## src/rtl/mem_arb_pkg.sv

```systemverilog
// Shared definitions for the mem8k port arbiter: default widths, FSM states
// and master index constants.
package mem_arb_pkg;

    localparam int AW_DEF = 13;
    localparam int DW_DEF = 16;

    localparam logic M_CPU = 1'b0;
    localparam logic M_AUX = 1'b1;

    typedef enum logic [1:0] {
        IDLE,
        ISSUE,
        WAIT,
        RESP
    } arb_state_t;

endpackage

```

## src/rtl/mem_port_arbiter_arb_pick.sv

```systemverilog
// Two-way request selector. Fixed priority (master 0 wins ties) by default;
// round-robin on ties when ARB_ROUND_ROBIN_EN is defined.
module arb_pick
    import mem_arb_pkg::*;
(
    input  logic [1:0] i_req,
    input  logic       i_last_owner,
    output logic       o_grant,
    output logic       o_valid
);

    assign o_valid = |i_req;

`ifdef ARB_ROUND_ROBIN_EN
    always_comb begin
        o_grant = M_CPU;
        if (i_req == 2'b11) begin
            o_grant = (i_last_owner == M_CPU) ? M_AUX : M_CPU;
        end else if (i_req[1]) begin
            o_grant = M_AUX;
        end
    end
`else
    logic w_unused_last_owner;
    assign w_unused_last_owner = i_last_owner;

    always_comb begin
        o_grant = M_CPU;
        if (!i_req[0] && i_req[1]) begin
            o_grant = M_AUX;
        end
    end
`endif

endmodule

```

## src/rtl/mem_port_arbiter.sv

```systemverilog
// Shares the mem8k port between the CPU path (master 0) and the loader path
// (master 1). Tie-break mode selected by ARB_ROUND_ROBIN_EN (see arb_pick).
//
// state | meaning
// IDLE  | waiting for a request; latches the winner's command
// ISSUE | drives address/data and raises the read or write strobe
// WAIT  | holds the strobe until the matching done or the watchdog expires
// RESP  | one-cycle ack (and err) to the owner
module mem_port_arbiter
    import mem_arb_pkg::*;
#(
    parameter int AW      = AW_DEF,
    parameter int DW      = DW_DEF,
    parameter int TIMEOUT = 15
) (
    input  logic          clk,
    input  logic          rst,

    input  logic          m0_req,
    input  logic          m0_we,
    input  logic [AW-1:0] m0_addr,
    input  logic [DW-1:0] m0_wdata,
    output logic [DW-1:0] m0_rdata,
    output logic          m0_ack,
    output logic          m0_err,

    input  logic          m1_req,
    input  logic          m1_we,
    input  logic [AW-1:0] m1_addr,
    input  logic [DW-1:0] m1_wdata,
    output logic [DW-1:0] m1_rdata,
    output logic          m1_ack,
    output logic          m1_err,

    output logic          mem_read,
    output logic          mem_write,
    output logic [AW-1:0] mem_addr,
    output logic [DW-1:0] mem_wdata,
    input  logic [DW-1:0] mem_rdata,
    input  logic          mem_rd_done,
    input  logic          mem_wr_done,

    output logic          busy,
    output logic          owner
);

    localparam int WDW = $clog2(TIMEOUT + 1);

    arb_state_t     r_state;
    logic           r_we;
    logic [AW-1:0]  r_addr;
    logic [DW-1:0]  r_wdata;
    logic [WDW-1:0] r_wdog;
    logic           r_last_owner;

    logic           w_grant;
    logic           w_valid;
    logic           w_done;

    arb_pick u_pick (
        .i_req        ({m1_req, m0_req}),
        .i_last_owner (r_last_owner),
        .o_grant      (w_grant),
        .o_valid      (w_valid)
    );

    // Only the done matching the latched direction completes the access.
    assign w_done = r_we ? mem_wr_done : mem_rd_done;

    always_ff @(posedge clk or posedge rst) begin
        if (rst) begin
            r_state      <= IDLE;
            r_we         <= 1'b0;
            r_addr       <= '0;
            r_wdata      <= '0;
            r_wdog       <= '0;
            r_last_owner <= M_AUX;
            m0_rdata     <= '0;
            m0_ack       <= 1'b0;
            m0_err       <= 1'b0;
            m1_rdata     <= '0;
            m1_ack       <= 1'b0;
            m1_err       <= 1'b0;
            mem_read     <= 1'b0;
            mem_write    <= 1'b0;
            mem_addr     <= '0;
            mem_wdata    <= '0;
            busy         <= 1'b0;
            owner        <= 1'b0;
        end else begin
            case (r_state)
                IDLE: begin
                    if (w_valid) begin
                        r_we         <= (w_grant == M_AUX) ? m1_we    : m0_we;
                        r_addr       <= (w_grant == M_AUX) ? m1_addr  : m0_addr;
                        r_wdata      <= (w_grant == M_AUX) ? m1_wdata : m0_wdata;
                        owner        <= w_grant;
                        r_last_owner <= w_grant;
                        busy         <= 1'b1;
                        r_state      <= ISSUE;
                    end
                end
                ISSUE: begin
                    mem_addr  <= r_addr;
                    mem_wdata <= r_wdata;
                    mem_read  <= ~r_we;
                    mem_write <= r_we;
                    r_wdog    <= '0;
                    r_state   <= WAIT;
                end
                WAIT: begin
                    if (w_done) begin
                        mem_read  <= 1'b0;
                        mem_write <= 1'b0;
                        if (owner == M_AUX) begin
                            m1_ack   <= 1'b1;
                            m1_rdata <= r_we ? '0 : mem_rdata;
                        end else begin
                            m0_ack   <= 1'b1;
                            m0_rdata <= r_we ? '0 : mem_rdata;
                        end
                        r_state <= RESP;
                    end else if (r_wdog == WDW'(TIMEOUT - 1)) begin
                        // Watchdog expiry: abort with err and zero data.
                        mem_read  <= 1'b0;
                        mem_write <= 1'b0;
                        r_wdog    <= r_wdog + 1'b1;
                        if (owner == M_AUX) begin
                            m1_ack   <= 1'b1;
                            m1_err   <= 1'b1;
                            m1_rdata <= '0;
                        end else begin
                            m0_ack   <= 1'b1;
                            m0_err   <= 1'b1;
                            m0_rdata <= '0;
                        end
                        r_state <= RESP;
                    end else begin
                        r_wdog <= r_wdog + 1'b1;
                    end
                end
                RESP: begin
                    m0_ack   <= 1'b0;
                    m0_err   <= 1'b0;
                    m0_rdata <= '0;
                    m1_ack   <= 1'b0;
                    m1_err   <= 1'b0;
                    m1_rdata <= '0;
                    busy     <= 1'b0;
                    r_state  <= IDLE;
                end
                default: r_state <= IDLE;
            endcase
        end
    end

endmodule

```

## config.mk

```make
export PLATFORM = sky130hd
export DESIGN_NAME = mem_port_arbiter
export DESIGN_NICKNAME = d
export VERILOG_FILES = /design/src/rtl/mem_arb_pkg.sv /design/src/rtl/mem_port_arbiter_arb_pick.sv /design/src/rtl/mem_port_arbiter.sv
export SDC_FILE = /design/constraint.sdc
export NUM_CORES = 1
export LEC_CHECK = 0
export BUFFER_PORTS_ARGS = -buffer_cell sky130_fd_sc_hd__buf_2
export CORE_ASPECT_RATIO = 1.25
export CORE_UTILIZATION = 50
export CTS_BUF_LIST = sky130_fd_sc_hd__clkbuf_2 sky130_fd_sc_hd__clkbuf_4 sky130_fd_sc_hd__clkbuf_8
export DETAILED_ROUTE_END_ITERATION = 7
export PLACE_DENSITY = 0.79
export SLEW_MARGIN = 0
export SYNTH_ARGS = -nofsm -noshare
export SYNTH_HDL_FRONTEND = slang
export SYNTH_SLANG_ARGS = --single-unit
```

## constraint.sdc

```tcl
create_clock -name clk -period 9.7 [get_ports clk]
set_input_delay 1.94 -clock clk [delete_from_list [all_inputs] [get_ports clk]]
set_output_delay 1.94 -clock clk [all_outputs]
set_load 0.02 [all_outputs]
```

==> results of run 1 <==
-- cell families (layout without fill, tap and decap cells) --
kind of cell    count (synthesis)  count (layout)  share of synthesized area [%]
compound gates                 84              84                           11.4
fa+ha+maj                       6               6                           1.65
buf+inv                        35             178                           3.44
flops                         105             105                           57.8
mux                            65              65                           15.2
simple gates                  110             110                           10.5
-- power by group through the flow --
stage               Combinational, mW  Sequential, mW  Clock, mW
finish                          0.743           0.728      0.307
global route                    0.817           0.750      0.331
CTS                             0.749           0.728      0.313
detailed placement              0.749           0.736          0
global placement                0.723           0.726          0
floorplan                       0.395           0.851          0
-- sequential cells by signal (all words and copies together) (netlist names), 2 cells and up --
signal and flops:
m0_rdata 16, r_state 2, m1_rdata 16, mem_wdata 16, r_wdata 16, mem_addr 13
r_addr 13, r_wdog 4
-- worst max-delay path by stage --
stage                      startpoint     endpoint  slack (ns)  cells after the start
after floorplan                   rst         busy        5.00                      1
after global placement    mem_rd_done  m0_rdata[1]        6.24                      4
after detailed placement  mem_rd_done  m0_rdata[4]        6.14                      4
after CTS                 mem_rd_done  m0_rdata[4]        6.53                      4
after global routing      mem_rd_done       m0_ack        6.41                      4
final                     mem_rd_done  m0_rdata[4]        6.52                      4
-- through the flow --
stage	instance area [sq um]	utilization [%]	power [mW]	setup slack, ns	cells
6_report	5620	64.2	1.78	6.52	668
5_1_grt	5620	64.2	1.90	6.41	668
4_1_cts	5620	64.2	1.79	6.53	668
3_5_place_dp	5380	61.5	1.48	6.14	652
3_3_place_gp	5380	61.5	1.45	6.24	652
2_1_floorplan	4550	-	1.25	5.00	405
-- area by class of cell --
| type | count | area (sq um) |
|---|---|---|
| sequential | 105 | 2630 |
| inverter | 8 | 32.5 |
| fill | 758 | 3130 |
| timing repair buffer | 154 | 781 |
| multi-input combinational | 265 | 1790 |
| clock inverter | 4 | 73.8 |
| clock buffer | 12 | 165 |
| tap | 120 | 150 |
-- per-layer routing --
metal / track usage (%) / vias up
met5: 0 / -
met4: 9.72 / 0
met3: 5.37 / 14
met2: 38.3 / 151
met1: 26.8 / 1666
li1: - / 1692
-- critical path, delay by kind of cell --
kind / cells / cell delay [ns]
multiplexers: 1 / 0.56
AO/OA/AOI/OAI: 2 / 0.76
buffers and inverters: 1 / 0.12
-- cells in the final DEF, fill, tap and decap left out, types with 2 or more instances in the layout --
cell type	count
buf_2	150
inv_1	7
buf_4	4
nand2b_1	7
a21oi_1	3
o21ai_0	30
a21oi_2	2
dfrtp_1	105
ha_1	6
mux2i_1	33
bufinv_16	2
o22ai_1	35
o211ai_1	2
clkbuf_8	12
o221ai_1	2
mux2_2	30
nand3_1	5
o311ai_0	2
nand2_1	85
a21o_1	2
nand4_1	4
nor2b_1	3
==> run metrics, run 1 <==
P_sw 0.703 mW; Post-CTS Setup Inserts 0; final hold vios 0; DR WL/cell 15.0 um; Max-Cap Viols 0; drt first pass iters 4; most frequent cell after synthesis dfrtp_1; Synth top area share 57.8%; Comb pwr share 41.8%; beginning of the worst register-to-register path r_state[0]; H-tree levels 3; RSZ-0062 raised after global routing false; setup_tns 0 ns; CTS tree done; Hold Path Stages 2; Worst path max stage delay 0.57 ns; hold_sp r_addr[0]; WL met1 4.15 mm; Max Clock Skew 0.00747 ns; Clk pwr share 17.3%; die width 87.3 um; CTS clock-pin slew for the worst setup and hold paths 0.10 ns; highest clock rate 314 MHz; global-route wire length before repair 16.4 mm; dominant synthesized flop cell dfrtp_1; layout cell share with drive strength beyond 1 38.5%; Min Hold Slack 0.482 ns; Async SR Flop Fraction 100%; Pint 1.08 mW; commonest cells in the netlist dfrtp_1, nand2_1, o22ai_1; via count of the first global-routing pass 3462; Worst setup EP type register; crit share post-route 32.8%; worst path required time 9.90 ns; critical path arrival 3.38 ns; number of enable flip-flop cells after synthesis 0; clk sinks 105; worst slew pin tran 1.14 ns; Post-DP HPWL 7.13 mm; final critical-path required period 3.18 ns; Post-Syn Area 4550 sq um; switching share of power 39.5%; R2R Setup Slk 7.18 ns; antenna-violating nets left 0; crit path max fanout 17; # IOs 151; synthesis-to-layout area growth 23.4%; core area 8750 sq um; pwr dens 317 nW/um^2; Syn Nets 493; post-DR vias/cell 5.27; worst relative slew slack 24.2%; Syn Area/Cell 11.2 sq um; r2r endpoint m1_rdata[14]; YS warnings 0; post-synthesis sequential area ratio 57.8%; area leader, netlist dfrtp_1; DRC 0; Met3 Routed Length 770 um; CP Class primary input to register; hold_buf cts 0; Critical Path, Cell by Cell buf_2, mux2i_2, a21o_1, o22ai_1; largest net degree at the start of global routing 90; CP max-delay cell a21o_1; Buffers on Ports 150; initial drt markers 172; Synth Instances 405; Final #Nets 631; outcome completed; FF-to-FF path depth 5; Worst Hold Endpoint r_addr[0]; worst min-delay path category register to register; Starting Density 52.0%; Root Driver clkbuf_8; Clock Latency Late Sink 0.36 ns; Post-CTS Resized 0; number of diodes 0; final slew viol count 0; Yosys reg bits 105; Vias 3523; GR Util All Layers 22.4%; Critical Path Source Type primary input; largest cells by area after synthesis dfrtp_1, mux2_2, mux2i_1, nand2_1, o22ai_1; WL met2 4.94 mm; Peak supply drop 0.000177 V; final wirelength 10.0 mm; Placement Rows 38; Longest Clk Path Bufs 2; Die H 109 um; final setup vio count 0; die area 9490 sq um; total grt overflow 0; Final Wtd Congestion 0.781; CTS Buf Count 9; power share of the sequential group 40.9%; uppermost layer routed met4; Leak 2.92 nW; initial antenna violation count 0; library cells used by synthesis 37
Power figures use the tool's default switching activity.
==> run 2: changes to the inputs <==
CORE_UTILIZATION = 47   (was 50)
PLACE_DENSITY = 0.78   (was 0.79)
clock period = 2.7 ns   (was 9.7 ns; I/O delays follow)
==> run 2 against run 1 <==
  * Clock power rose to 3.3 times the previous value
  * Wire length down 2.9%
  * Sequential share of layout area fell by 0.63 points
  * Final cell count is 1.3% higher
  * Global-route usage fell by 1.7 points
  * Clock skew shrank 0.0018 ns
  * Worst hold slack lost 0.23 ns
  * Sequential power rose to 3.6 times the previous value
  * Critical path type is now register to register
  * Largest cell class unchanged
==> run metrics, run 2 (synthesis gave the netlist of run 1 again) <==
outcome completed (unchanged); initial antenna violation count 0 (unchanged); Clock Latency Late Sink 0.36 ns (about the same); drt first pass iters 4 (unchanged); Final Wtd Congestion 0.800 (was 0.781); Die H 112 um (was 109 um); commonest non-fill, non-tap cells in the layout buf_2, dfrtp_1, nand2_1, o22ai_1, mux2i_1 (unchanged); CTS tree done (unchanged); DRC 0 (unchanged); die width 90.0 um (was 87.3 um); placed cells 661 (was 652); Comb pwr share 42.9% (was 41.8%); Min Hold Slack 0.251 ns (was 0.482 ns); CTS clock-pin slew for the worst setup and hold paths 0.09 ns (was 0.10 ns); antenna-violating nets left 0 (unchanged); Vias 3543 (was 3523); CTS Buf Count 9 (unchanged); power share of the sequential group 41.2% (was 40.9%); Longest Clk Path Bufs 2 (unchanged); switching share of power 39.6% (was 39.5%); critical path arrival 2.13 ns (was 3.38 ns); worst slew pin tran 0.732 ns (was 1.14 ns); placed inst area 5480 sq um (was 5380 sq um); number of diodes 0 (unchanged); H-tree levels 3 (unchanged); FF-to-FF path depth 5 (unchanged); initial drt markers 188 (was 172); post-route core utilization 61.4% (was 64.2%); Placement Rows 39 (was 38); R2R Setup Slk 0.77 ns (was 7.18 ns); Final #Nets 637 (was 631); synthesis-to-layout area growth 25.1% (was 23.4%); Buffers on Ports 150 (unchanged); Leak 2.94 nW (was 2.92 nW); Worst path max stage delay 0.56 ns (was 0.57 ns); Root Driver clkbuf_8 (unchanged); layout cell share with drive strength beyond 1 39.2% (was 38.5%); CP bufs+invs 1 (unchanged); GR Util All Layers 20.7% (was 22.4%); worst relative slew slack 51.2% (was 24.2%); CP max-delay cell a21oi_2 (was a21o_1); Peak supply drop 0.000524 V (was 0.000177 V); DR WL/cell 14.4 um (was 15.0 um); Post-DP HPWL 7.30 mm (was 7.13 mm); Critical Path Source Type register (was primary input); via count of the first global-routing pass 3518 (was 3462); Max Clock Skew 0.00566 ns (was 0.00747 ns); die area 10100 sq um (was 9490 sq um); pwr dens 1110 nW/um^2 (was 317 nW/um^2); worst path required time 2.90 ns (was 9.90 ns); Max-Cap Viols 0 (unchanged); final critical-path required period 1.93 ns; crit share post-route 71.6%; cell family with most CP delay compound AO/OA/AOI/OAI gates (unchanged); post-DR vias/cell 5.23 (was 5.27); crit path max fanout 16 (was 17); CP Class register to register (was primary input to register); highest clock rate 518 MHz; final wirelength 9.75 mm (was 10.0 mm); setup_tns 0 ns (unchanged); Clk pwr share 15.9% (was 17.3%); r2r endpoint m0_rdata[14] (was m1_rdata[14]); most common cell after layout, fill and taps aside buf_2 (unchanged); Post-CTS Resized 0 (unchanged); core area 9270 sq um (was 8750 sq um); final slew viol count 0 (unchanged); Starting Density 49.1% (was 52.0%); final hold vios 0 (unchanged); hold_buf cts 0 (unchanged); fin area 5690 sq um (was 5620 sq um); P_sw 2.51 mW (was 0.703 mW); global-route wire length before repair 16.6 mm (was 16.4 mm); Worst setup EP type register (unchanged); total power 6.33 mW (was 1.78 mW); # IOs 151 (unchanged); Critical Path, Cell by Cell inv_1, ha_1, nand2b_1, a21oi_2, o22ai_1 (was buf_2, mux2i_2, a21o_1, o22ai_1); final setup vio count 0 (unchanged); worst min-delay path category primary input to asynchronous set/reset pin (was register to register); Pint 3.82 mW (was 1.08 mW); RSZ-0062 raised after global routing false (unchanged); beginning of the worst register-to-register path r_state[0] (unchanged); final setup margin 0.768 ns (was 6.52 ns); Non-Filler Instances 677 (was 668); total grt overflow 0 (unchanged); clk sinks 105 (unchanged); dpl ws 0.781 ns (was 6.14 ns); Post-CTS Setup Inserts 0 (unchanged); largest net degree at the start of global routing 49 (was 90)
run 2: how the worst max path moves through the flow:
stage,to,start,slack [ns],cells after the start
after floorplan,busy,rst,0.90,1
after global placement,m1_ack,mem_rd_done,0.81,4
after detailed placement,m1_ack,mem_rd_done,0.78,4
after CTS,m0_rdata[14],r_state[0],0.77,5
after global routing,m0_rdata[13],r_state[0],0.60,5
final,m0_rdata[14],r_state[0],0.77,5
run 2: layer usage:
metal  vias up  global-route usage (%)  share of wire (%)
li1       1706                       -                  -
met1      1658                    25.7                 42
met2       168                    35.6                 48
met3        11                    4.37                7.7
met4         0                    7.74                1.5
met5         -                       0                  0
run 2: final cells by class:
class / count / area, sq um
Fill cell: 791 / 3580
Sequential cell: 105 / 2630
Multi-Input combinational cell: 265 / 1790
Timing Repair Buffer: 160 / 876
Clock buffer: 12 / 165
Tap cell: 123 / 154
Clock inverter: 4 / 50.0
Inverter: 8 / 33.8
run 2: worst register-to-register path, cell delays in order (launching register included):
cell and delay [ns]:
dfrtp_1 0.43, inv_1 0.10, ha_1 0.38, nand2b_1 0.12, a21oi_2 0.56, o22ai_1 0.19
run 2: power groups by stage:
stage	sequential, mW	combinational [mW]	clock, mW
after floorplan	3.06	1.42	0
after global placement	2.59	2.67	0
after detailed placement	2.64	2.74	0
after CTS	2.61	2.75	1.04
after global routing	2.69	2.97	1.11
final	2.61	2.72	1.01
==> run 3: changes to the inputs <==
clock period = 1.7 ns   (was 2.7 ns; I/O delays follow)
==> run 3 against run 2 <==
  * Setup slack got worse by 0.68 ns
  * Register-to-register slack got worse by 0.68 ns
  * Largest cell class unchanged
  * Die area is the same
  * Core utilization rose by 1.8 points
  * Global-route usage grew 0.16 points
  * First-iteration DRC count shrank 17%
  * Fmax grew 20%
  * Critical path type unchanged
  * Worst hold slack lost 0.14 ns
  * Total power is 66% higher
  * Sequential power is 59% higher
  * Via count increased by 2.8%
==> run metrics, run 3 (synthesis gave the netlist of run 1 again) <==
CTS Buf Count 9 (unchanged); crit path to m0_err (was m0_rdata[14]); Buffers on Ports 150 (unchanged); Max Clock Skew 0.0121 ns (was 0.00566 ns); Worst setup EP type register (unchanged); most common cell after layout, fill and taps aside buf_2 (unchanged); crit path max fanout 6 (was 16); Post-DP HPWL 7.16 mm (was 7.30 mm); synthesis-to-layout area growth 28.7% (was 25.1%); Starting Density 49.1% (unchanged); pwr dens 1790 nW/um^2 (was 1110 nW/um^2); total power 10.5 mW (was 6.33 mW); GR Util All Layers 20.8% (was 20.7%); DR WL/cell 14.6 um (was 14.4 um); initial antenna violation count 0 (unchanged); CP bufs+invs 0 (was 1); beginning of the worst register-to-register path r_we (was r_state[0]); final wirelength 9.99 mm (was 9.75 mm); CP Class register to register (unchanged); Final Wtd Congestion 0.759 (was 0.800); Critical Path Source Type register (unchanged); Die H 112 um (unchanged); via count of the first global-routing pass 3492 (was 3518); crit share post-route 95.0% (was 71.6%); Final #Nets 645 (was 637); drt first pass iters 4 (unchanged); Worst path max stage delay 0.57 ns (was 0.56 ns); worst setup path start r_we (was r_state[0]); CP Depth 3 (was 5); commonest non-fill, non-tap cells in the layout buf_2, dfrtp_1, nand2_1, o22ai_1, mux2i_1 (unchanged); placed inst area 5600 sq um (was 5480 sq um); highest clock rate 619 MHz (was 518 MHz); Placement Rows 39 (unchanged); Root Driver clkbuf_8 (unchanged); final setup vio count 0 (unchanged); Critical Path, Cell by Cell mux2_2, o311ai_0, o211ai_1 (was inv_1, ha_1, nand2b_1, a21oi_2, o22ai_1); worst slew pin tran 0.546 ns (was 0.732 ns); clk sinks 105 (unchanged); antenna-violating nets left 0 (unchanged); final critical-path required period 1.62 ns (was 1.93 ns); final hold vios 0 (unchanged); global-route wire length before repair 16.7 mm (was 16.6 mm); number of diodes 0 (unchanged); largest net degree at the start of global routing 106 (was 49); Clock Latency Late Sink 0.37 ns (was 0.36 ns); Longest Clk Path Bufs 2 (unchanged); final slew viol count 0 (unchanged); worst min-delay path category primary input to asynchronous set/reset pin (unchanged); R2R Setup Slk 0.08 ns (was 0.77 ns); layout cell share with drive strength beyond 1 40.2% (was 39.2%); core area 9270 sq um (unchanged); die width 90.0 um (unchanged); CP max-delay cell dfrtp_1 (was a21oi_2); Max-Cap Viols 0 (unchanged); post-route core utilization 63.2% (was 61.4%); Vias 3641 (was 3543); DRC 0 (unchanged); total grt overflow 0 (unchanged); hold_buf cts 0 (unchanged); H-tree levels 3 (unchanged); dpl ws 0.0612 ns (was 0.781 ns); FF-to-FF path depth 3 (was 5); critical path arrival 1.84 ns (was 2.13 ns); # IOs 151 (unchanged); final setup margin 0.0848 ns (was 0.768 ns); initial drt markers 156 (was 188); r2r endpoint m0_err (was m0_rdata[14]); worst path required time 1.93 ns (was 2.90 ns); outcome completed (unchanged); Fill cells 789 (was 791); worst relative slew slack 63.6% (was 51.2%); Peak supply drop 0.000796 V (was 0.000524 V); cell family with most CP delay flip-flops (was compound AO/OA/AOI/OAI gates); post-DR vias/cell 5.32 (was 5.23); Post-CTS Setup Inserts 0 (unchanged); CTS tree done (unchanged); die area 10100 sq um (unchanged); CTS clock-pin slew for the worst setup and hold paths 0.09 ns (about the same); fin area 5860 sq um (was 5690 sq um); Leak 3.02 nW (was 2.94 nW)
-- run 3: how the worst min path moves through the flow --
stage                     from      endpoint  slack, ns  cells past startpoint
floorplan               m0_req         owner       0.43                      1
global placement     r_addr[8]     r_addr[8]       0.46                      2
detailed placement  r_wdata[5]    r_wdata[5]       0.46                      2
CTS                        rst   m1_rdata[6]       0.14                      3
global route               rst   m1_rdata[5]       0.17                      3
finish                     rst  mem_wdata[2]       0.11                      3
-- run 3: power by group --
| part | internal [mW] | leakage, nW | total [mW] | switching (mW) |
|---|---|---|---|---|
| registers | 3.54 | 1.35 | 4.15 | 0.614 |
| logic | 2.02 | 1.56 | 4.68 | 2.66 |
| clock network | 0.839 | 0.109 | 1.66 | 0.823 |
| total | 6.39 | 3.02 | 10.5 | 4.10 |
-- run 3: layout make-up --
| class | instances | area, sq um | area share [%] |
|---|---|---|---|
| clock inverters | 6 | 82.6 | 1.41 |
| multi-input cells | 265 | 1810 | 31.0 |
| flip-flops and latches | 105 | 2630 | 44.9 |
| inverters | 8 | 33.8 | 0.577 |
| repair buffers | 168 | 1010 | 17.3 |
| well taps | 123 | 154 | 2.63 |
| clock buffers | 10 | 131 | 2.24 |
-- run 3: metal layers --
metal	up-vias	GRT usage, %	wire length, um
met5	-	0	0
met4	0	9.35	176
met3	11	4.30	713
met2	151	33.9	4810
met1	1759	27.0	4290
li1	1720	-	-
-- run 3: metrics by stage --
| step | hold slack (ns) | TNS [ns] | instances |
|---|---|---|---|
| floorplan | 0.426 | 0 | 405 |
| global placement | 0.456 | 0 | 668 |
| detailed placement | 0.464 | 0 | 668 |
| CTS | 0.142 | 0 | 684 |
| global route | 0.171 | -0.0569 | 685 |
| finish | 0.107 | 0 | 685 |
-- run 3: repair_timing --
action | 4_1_cts | 5_1_grt
hold endpoints to repair | 0 | 0
endpoints found under the setup margin | 0 | 33
resized for setup | 0 | 9
-- run 3: worst min-delay path: stages --
cell and delay (ns):
buf_2 0.11, clkinvlp_4 0.07, buf_12 0.40
